`config.mk`:
```
export PLATFORM = sky130hd
export DESIGN_NAME = fir_sym_tx
export DESIGN_NICKNAME = d
export VERILOG_FILES = /design/src/rtl/fir_sym_tx.sv
export SDC_FILE = /design/constraint.sdc
export NUM_CORES = 1
export LEC_CHECK = 0
export ABC_AREA = 0
export BUFFER_PORTS_ARGS = -buffer_cell sky130_fd_sc_hd__buf_4
export CORE_ASPECT_RATIO = 0.7
export CORE_MARGIN = 4
export CORE_UTILIZATION = 50
export DETAILED_ROUTE_END_ITERATION = 10
export GPL_ROUTABILITY_DRIVEN = 0
export MAX_ROUTING_LAYER = met4
export PLACE_DENSITY = 0.75
export SYNTH_ARGS = -nofsm -noshare
export SYNTH_HDL_FRONTEND = slang
export SYNTH_SLANG_ARGS = --single-unit
```
`constraint.sdc`:
```
create_clock -name clk -period 2.1 [get_ports clk]
set_input_delay 0.42 -clock clk [delete_from_list [all_inputs] [get_ports clk]]
set_output_delay 0.42 -clock clk [all_outputs]
set_load 0.02 [all_outputs]
```
`src/rtl/fir_sym_tx.sv`:
```
// Pulse-shaping symbol transmitter: emits a time-reversed TAPS-sample pulse per bit,
// plus gap_len idle samples. Ports: clk, rst_n, bit_in/bit_valid/bit_ready, c, gap_len, x, x_valid, sym_start, sym_cnt.
module fir_sym_tx #(
  parameter int TAPS = 9,
  parameter int W    = 4
) (
  input  logic                     clk,
  input  logic                     rst_n,
  input  logic                     bit_in,
  input  logic                     bit_valid,
  output logic                     bit_ready,
  input  logic [TAPS-1:0][W-1:0]   c,
  input  logic [3:0]               gap_len,
  output logic [W-1:0]             x,
  output logic                     x_valid,
  output logic                     sym_start,
  output logic [15:0]              sym_cnt
);

  typedef enum logic [1:0] {
    IDLE = 2'd0,
    SEND = 2'd1,
    GAP  = 2'd2
  } state_t;

  localparam logic [3:0] LAST = 4'(TAPS - 1);

  state_t                   state_q;
  logic [3:0]               idx_q;
  logic [3:0]               gcnt_q;
  logic [3:0]               gap_q;
  logic                     bit_q;
  logic [TAPS-1:0][W-1:0]   c_q;

  logic                     last_send;
  logic                     xfer;
  logic [3:0]               rd_idx;
  logic [W-1:0]             send_x_d;

  assign last_send = (state_q == SEND) && (idx_q == LAST);

  // Ready on the last visible sample of a symbol so the next
  // pulse can follow without a bubble.
  assign bit_ready = (state_q == IDLE)
                   | (last_send && (gap_q == 4'd0))
                   | ((state_q == GAP) && (gcnt_q == gap_q));

  assign xfer = bit_valid & bit_ready;

  // Next sample is c_snap[TAPS-1-(idx+1)]; guarded at the last index.
  always_comb begin
    rd_idx   = 4'd0;
    send_x_d = '0;
    if (idx_q != LAST) begin
      rd_idx = LAST - (idx_q + 4'd1);
    end
    if (bit_q) begin
      send_x_d = c_q[rd_idx];
    end
  end

  always_ff @(posedge clk or negedge rst_n) begin
    if (!rst_n) begin
      state_q   <= IDLE;
      idx_q     <= 4'd0;
      gcnt_q    <= 4'd0;
      gap_q     <= 4'd0;
      bit_q     <= 1'b0;
      c_q       <= '0;
      x         <= '0;
      x_valid   <= 1'b0;
      sym_start <= 1'b0;
      sym_cnt   <= 16'd0;
    end else if (xfer) begin
      state_q   <= SEND;
      bit_q     <= bit_in;
      c_q       <= c;
      gap_q     <= gap_len;
      idx_q     <= 4'd0;
      gcnt_q    <= 4'd0;
      sym_cnt   <= sym_cnt + 16'd1;
      x         <= bit_in ? c[LAST] : '0;
      x_valid   <= 1'b1;
      sym_start <= 1'b1;
    end else begin
      case (state_q)
        SEND: begin
          sym_start <= 1'b0;
          if (idx_q != LAST) begin
            idx_q <= idx_q + 4'd1;
            x     <= send_x_d;
          end else if (gap_q != 4'd0) begin
            state_q <= GAP;
            gcnt_q  <= 4'd1;
            x       <= '0;
          end else begin
            state_q <= IDLE;
            idx_q   <= 4'd0;
            x       <= '0;
            x_valid <= 1'b0;
          end
        end
        GAP: begin
          x         <= '0;
          sym_start <= 1'b0;
          if (gcnt_q != gap_q) begin
            gcnt_q <= gcnt_q + 4'd1;
          end else begin
            state_q <= IDLE;
            gcnt_q  <= 4'd0;
            idx_q   <= 4'd0;
            x_valid <= 1'b0;
          end
        end
        default: begin
          state_q   <= IDLE;
          x         <= '0;
          x_valid   <= 1'b0;
          sym_start <= 1'b0;
        end
      endcase
    end
  end

endmodule

```
Word level (Yosys, flattened, before mapping)
Cells that the tools add are included.
- output and inout bits: 23
- register bits: 73
- memory bits (writable): 0
- memory bits (read-only): 0
- logic and storage cells: 77
- memories kept: 0
- latch bits: 0
- reduce and logical (&&, ||, !) cells: 11
- multiply operators: 0
- add/sub/neg operators: 4
- bitwise operators: 3
- equal/unequal tests: 11
- magnitude comparators: 1
- div/mod/pow operators: 0
- shift operators: 0
- muxes and demuxes: 29
- operators by type and width (operator ; number):
    $mux 4 ; 15
    $add 16x1->16 const B ; 1
    $bmux 4 s4 ; 1
    $pmux 4 s2 ; 2
    $ne 3x3->1 const B ; 3
    $reduce_and 3->1 ; 3
    $add 4x1->4 const B ; 2
    $mux 2 ; 4
    $ne 4x4->1 const B ; 2
    $lt 4x5->1 const B ; 1
    $mux 1 ; 5
    $eq 4x4->1 ; 1
    $eq 4x4->1 const B ; 1
    $logic_not 4->1 ; 1
    $ne 4x4->1 ; 1
    $pmux 2 s2 ; 1
    $reduce_bool 4->1 ; 1
    $sub 4x4->4 const A ; 1
    $logic_and 1x1->1 ; 3
    $ne 3x2->1 const B ; 1
    $reduce_bool 3->1 ; 1
    $eq 2x1->1 const B ; 1
    $eq 2x2->1 const B ; 1
    $logic_not 2->1 ; 1
    4 further kinds ; 5

Depth between registers and ports, before layout
- depth after elaboration: 9
- gate-level depth with buffers: 11
- mapped depth without buffers: 8

Worst setup path before layout
OpenSTA, ideal clock, no wires.
- path kind: register -> register
- start point: register idx_q[0]
- end point: register x[0]
- required time: 2.033 ns
- setup time: 0.067 ns
- cell stages (with the launch flop): 10
- arrival: 2.189 ns
- setup slack: -0.157 ns
- path buffers: 2
- period minus slack after synthesis: 2.257 ns
- cells stage by stage: dfrtp_1 -> buf_2 -> inv_1 -> ha_1 -> clkbuf_1 -> nand2b_1 -> o22ai_1 -> or4_1 -> a211oi_1 -> a221o_1
- longest elaborated chain between the ends: 9
- RTL lines (item ; line ; source):
    from (decl) ; 29 ; logic [3:0] idx_q;
    from (signal assigned) ; 90 ; idx_q <= idx_q + 4'd1;
    $add 4x1->4 ; 55 ; rd_idx = LAST - (idx_q + 4'd1);
    $sub 4x4->4 ; 55 ;
    $mux 4 ; 54 ; if (idx_q != LAST) begin
    $bmux 4 s4 ; 58 ; send_x_d = c_q[rd_idx];
    $mux 4 (not written as such) ; 58 ;
    $mux 4 ; 57 ; if (bit_q) begin
    $mux 4 ; 89 ; if (idx_q != LAST) begin
    $mux 4 ; 86 ; case (state_q)
    $mux 4 * ; 74 ; end else if (xfer) begin
    to (signal assigned) ; 82 ; x <= bit_in ? c[LAST] : '0;
    to (signal assigned) ; 91 ; x <= send_x_d;
    to (decl) ; 14 ; output logic [W-1:0] x,
Mark *: on every way between the ends. The rest lies on a longest branch, timed or not. The select of a mux whose other input is x is not followed.
A chain may end at the register's enable or synchronous reset.

Worst setup path in the final report
- start point: register gap_q[1]
- end point: register sym_cnt[9]
- longest elaborated chain between the ends: 5
- RTL lines (item ; line ; source):
    from (decl) ; 31 ; logic [3:0] gap_q;
    from (signal assigned) ; 78 ; gap_q <= gap_len;
    $logic_not 4->1 ; 45 ; | (last_send && (gap_q == 4'd0))
    $logic_and 1x1->1 ; 45 ;
    $or 1x1->1 ; 45 ;
    $or 1x1->1 * ; 46 ; | ((state_q == GAP) && (gcnt_q == gap_q));
    $and 1x1->1 * ; 48 ; assign xfer = bit_valid & bit_ready;
    to (signal assigned) ; 81 ; sym_cnt <= sym_cnt + 16'd1;
    to (decl) ; 17 ; output logic [15:0] sym_cnt
Mark *: on every way between the ends. The rest lies on a longest branch, timed or not.

==> reports/metrics.cfg <==
[routing]
wl_met3_um=471
vias=2974
dr_wl_met2_um=3820
post_drt_wl_per_cell_um=14.9
drc=0
wl_met1_um=4010
ant_nets=0
top_layer_used=met4
drt_wl_total_um=8410
drt_iter0_markers=107
vias_per_cell=5.28
first_pass_iters=4

[yosys]
ys.flop_type=dfrtp_1
yosysSeqAreaShare_pct=52.5
synth_area_leaders=dfrtp_1 (52%), nand2_1 (14%), xnor2_1 (3.0%), xor2_1 (2.8%), a31oi_1 (1.6%)
ys_ff_latch=73
ys_types=46
async_flop_share_pct=100
netlist_area_um2=3480
synth_area_leader_cell=dfrtp_1
avgSynthCellArea_um2=9.23
synth_top_area_share_pct=52.5
syn-num-nets=425
netlist_instances=377
yosys_warnings=0
synth_edf_count=0

[run]
drv_cap=0

[cells_and_area]
register_area_um2=1830
final_common_cell=nand2_1
fill_cells=553
n_antenna_cell=0
fin_util_pct=66.9
multiInputGateArea_um2=1580
syn_to_final_growth_pct=29.9
final_cell_mix=nand2_1 (126), buf_4 (89), dfrtp_1 (73), nor2_1 (15), xnor2_1 (12)
nets=512
layout-drive-gt1-share_pct=26.0
fin_cells=563

[place]
place_inst=537
dp_slack_ns=0.00714
hpwl_um=6040
portBuffers=66

[global_route]
grt_pass1_wl_um=14000
grt_usage_pct=22.0
grt_remaining_overflow=0
antenna_found_initial=0
grt_pass1_vias=2888
grt_start_max_net_pins=30

[critical_path]
r2r_slack_ns=-0.12
critPathLaunchType=register
timing.rr.end=sym_cnt[9]$_DFFE_PN0N_
cp.depth=7
crit_buf_inv=2
cp_max_fo=7
critPathMostFrequentCell=xor2_1
r2r_start=gap_q[1]$_DFFE_PN0N_
cp_cell_sequence=buf_4, xor2_1, o41ai_1, nand3_2, buf_6, nor3_1, xor2_1
cpLargestDelayFamily=compound AO/OA/AOI/OAI gates
startpoint=gap_q[1]$_DFFE_PN0N_
crit_type=reg -> reg
slowest_stage=o41ai_1
crit_arrival_ns=2.51
cp-end-kind=register
cp_slowest_stage_delay_ns=0.55
worstSetupEndpoint=sym_cnt[9]$_DFFE_PN0N_
rr_worst_depth=7
critical_path_required_ns=2.38

[floorplanning]
start_util_pct=51.5
core-area_um2=6760
ios=67
die-area_um2=8380
die_w_um=108
rows=25
die_y_um=77.8

[sta]
maxSlewViolCount=0
holdWs_ns=0.246
rsz0062_at_grt=yes
min_period_over_period_pct=106
min_period_ns=2.22
timing.fmax_mhz=450
hold_viol_final=0
tightest_slew_ns=0.507
clock_skew_ns=0.00815
relSlewSlack_pct=65.9
fin_ws_ns=-0.123
setup_violations=20

[pwr]
p_total_uw=6580
peakVddDrop_mv=0.838
leakagePower_uw=0.00229
powerDensity_nw_per_um2=1460

[status]
status=finished with violations
violations=negative setup slack

[clocking]
htree_num_levels=3
clock_latency_ns=0.35
cts_made_buffers=9
clockRootBuffer=clkbuf_8
tritoncts=built
clkSlewWorstSetupHoldPaths_ns=0.08
clock-sinks=73
clockBufferDepth=2

[hold_path]
hold_start=c[18]
min_path_type=in -> reg

worst min-delay path, cell delays in order:
cell and delay, ns:
buf_4 0.07, nand2_1 0.04, nand2_1 0.04
state kept, by name (all words and copies together), names as in the netlist, 2 cells and up:
| register | count |
|---|---|
| sym_cnt | 16 |
| gcnt_q | 4 |
| state_q | 2 |
| gap_q | 4 |
| idx_q | 4 |
| c_q | 36 |
| x | 4 |
where the power goes:
part	switching [µW]	internal, µW	total, µW	leakage, µW
Combinational	1640	1310	2950	0.00125
Clock	525	734	1260	0.000109
Sequential	425	1950	2370	0.000930
kinds of logic (layout without fill, tap and decap cells):
kind of cell / count (synthesis) / count (layout) / synth area share [%]
AND/OR/NAND/NOR: 186 / 186 / 23.7
adder cells (fa/ha/maj): 4 / 4 / 1.44
XOR/XNOR: 23 / 23 / 5.79
AO/OA/AOI/OAI: 61 / 61 / 11.9
multiplexers: 2 / 2 / 0.935
buffers and inverters: 28 / 120 / 3.74
flip-flops: 73 / 73 / 52.5
cells in the mapped netlist (all sizes together) (3+ instances only):
master  number
inv         10
a31oi        9
o221ai       3
o22ai        6
nand2b       4
nand3       11
nand4        7
a221o        4
nor2b        3
a22o         3
or4          4
a211oi       4
clkbuf      10
buf          8
xnor2       12
ha           4
xor2        11
nand2      126
o21ai       15
a21oi        6
nor3         5
nor2        15
dfrtp       73
worst min path at each step:
stage | end | slack, ns | cells after the start
global route | c_q[26]$_DFFE_PN0N_ | 0.25 | 3
finish | c_q[18]$_DFFE_PN0N_ | 0.25 | 3
global placement | c_q[24]$_DFFE_PN0N_ | 0.33 | 1
CTS | c_q[18]$_DFFE_PN0N_ | 0.24 | 3
floorplan | bit_q$_DFFE_PN0N_ | 0.12 | 0
detailed placement | c_q[31]$_DFFE_PN0N_ | 0.33 | 1
repair_timing:
action | in CTS | in global routing
pin swaps | 3 | 4
gates resized for setup | 4 | 6
endpoints found under the hold margin | 20 | 0
hold buffers | 1 | 0
gates cloned | 0 | 1
setup buffers | 4 | 5
setup endpoints to repair | 2 | 61
per-stage QoR:
| step | area [µm²] | setup TNS [ns] |
|---|---|---|
| after global placement | 4170 | 0 |
| final | 4520 | -0.535 |
| after floorplan | 3520 | 0 |
| after CTS | 4450 | -0.464 |
| after detailed placement | 4170 | 0 |
| after global routing | 4520 | -4.85 |
layout make-up:
| class | instances | area share [%] |
|---|---|---|
| flip-flops and latches | 73 | 40.4 |
| multi-input cells | 276 | 34.9 |
| repair buffers | 93 | 15.9 |
| clock buffers | 12 | 3.43 |
| well taps | 94 | 2.60 |
| clock inverters | 4 | 1.66 |
| inverters | 10 | 0.941 |
| repair inverters | 1 | 0.166 |
layer usage:
| layer | global-route usage [%] | vias to the layer above |
|---|---|---|
| li1 | - | 1468 |
| met1 | 31.1 | 1415 |
| met2 | 31.1 | 80 |
| met3 | 5.15 | 11 |
| met4 | 7.69 | 0 |
| met5 | - | - |
No activity file was read; power rests on OpenSTA's default activity.
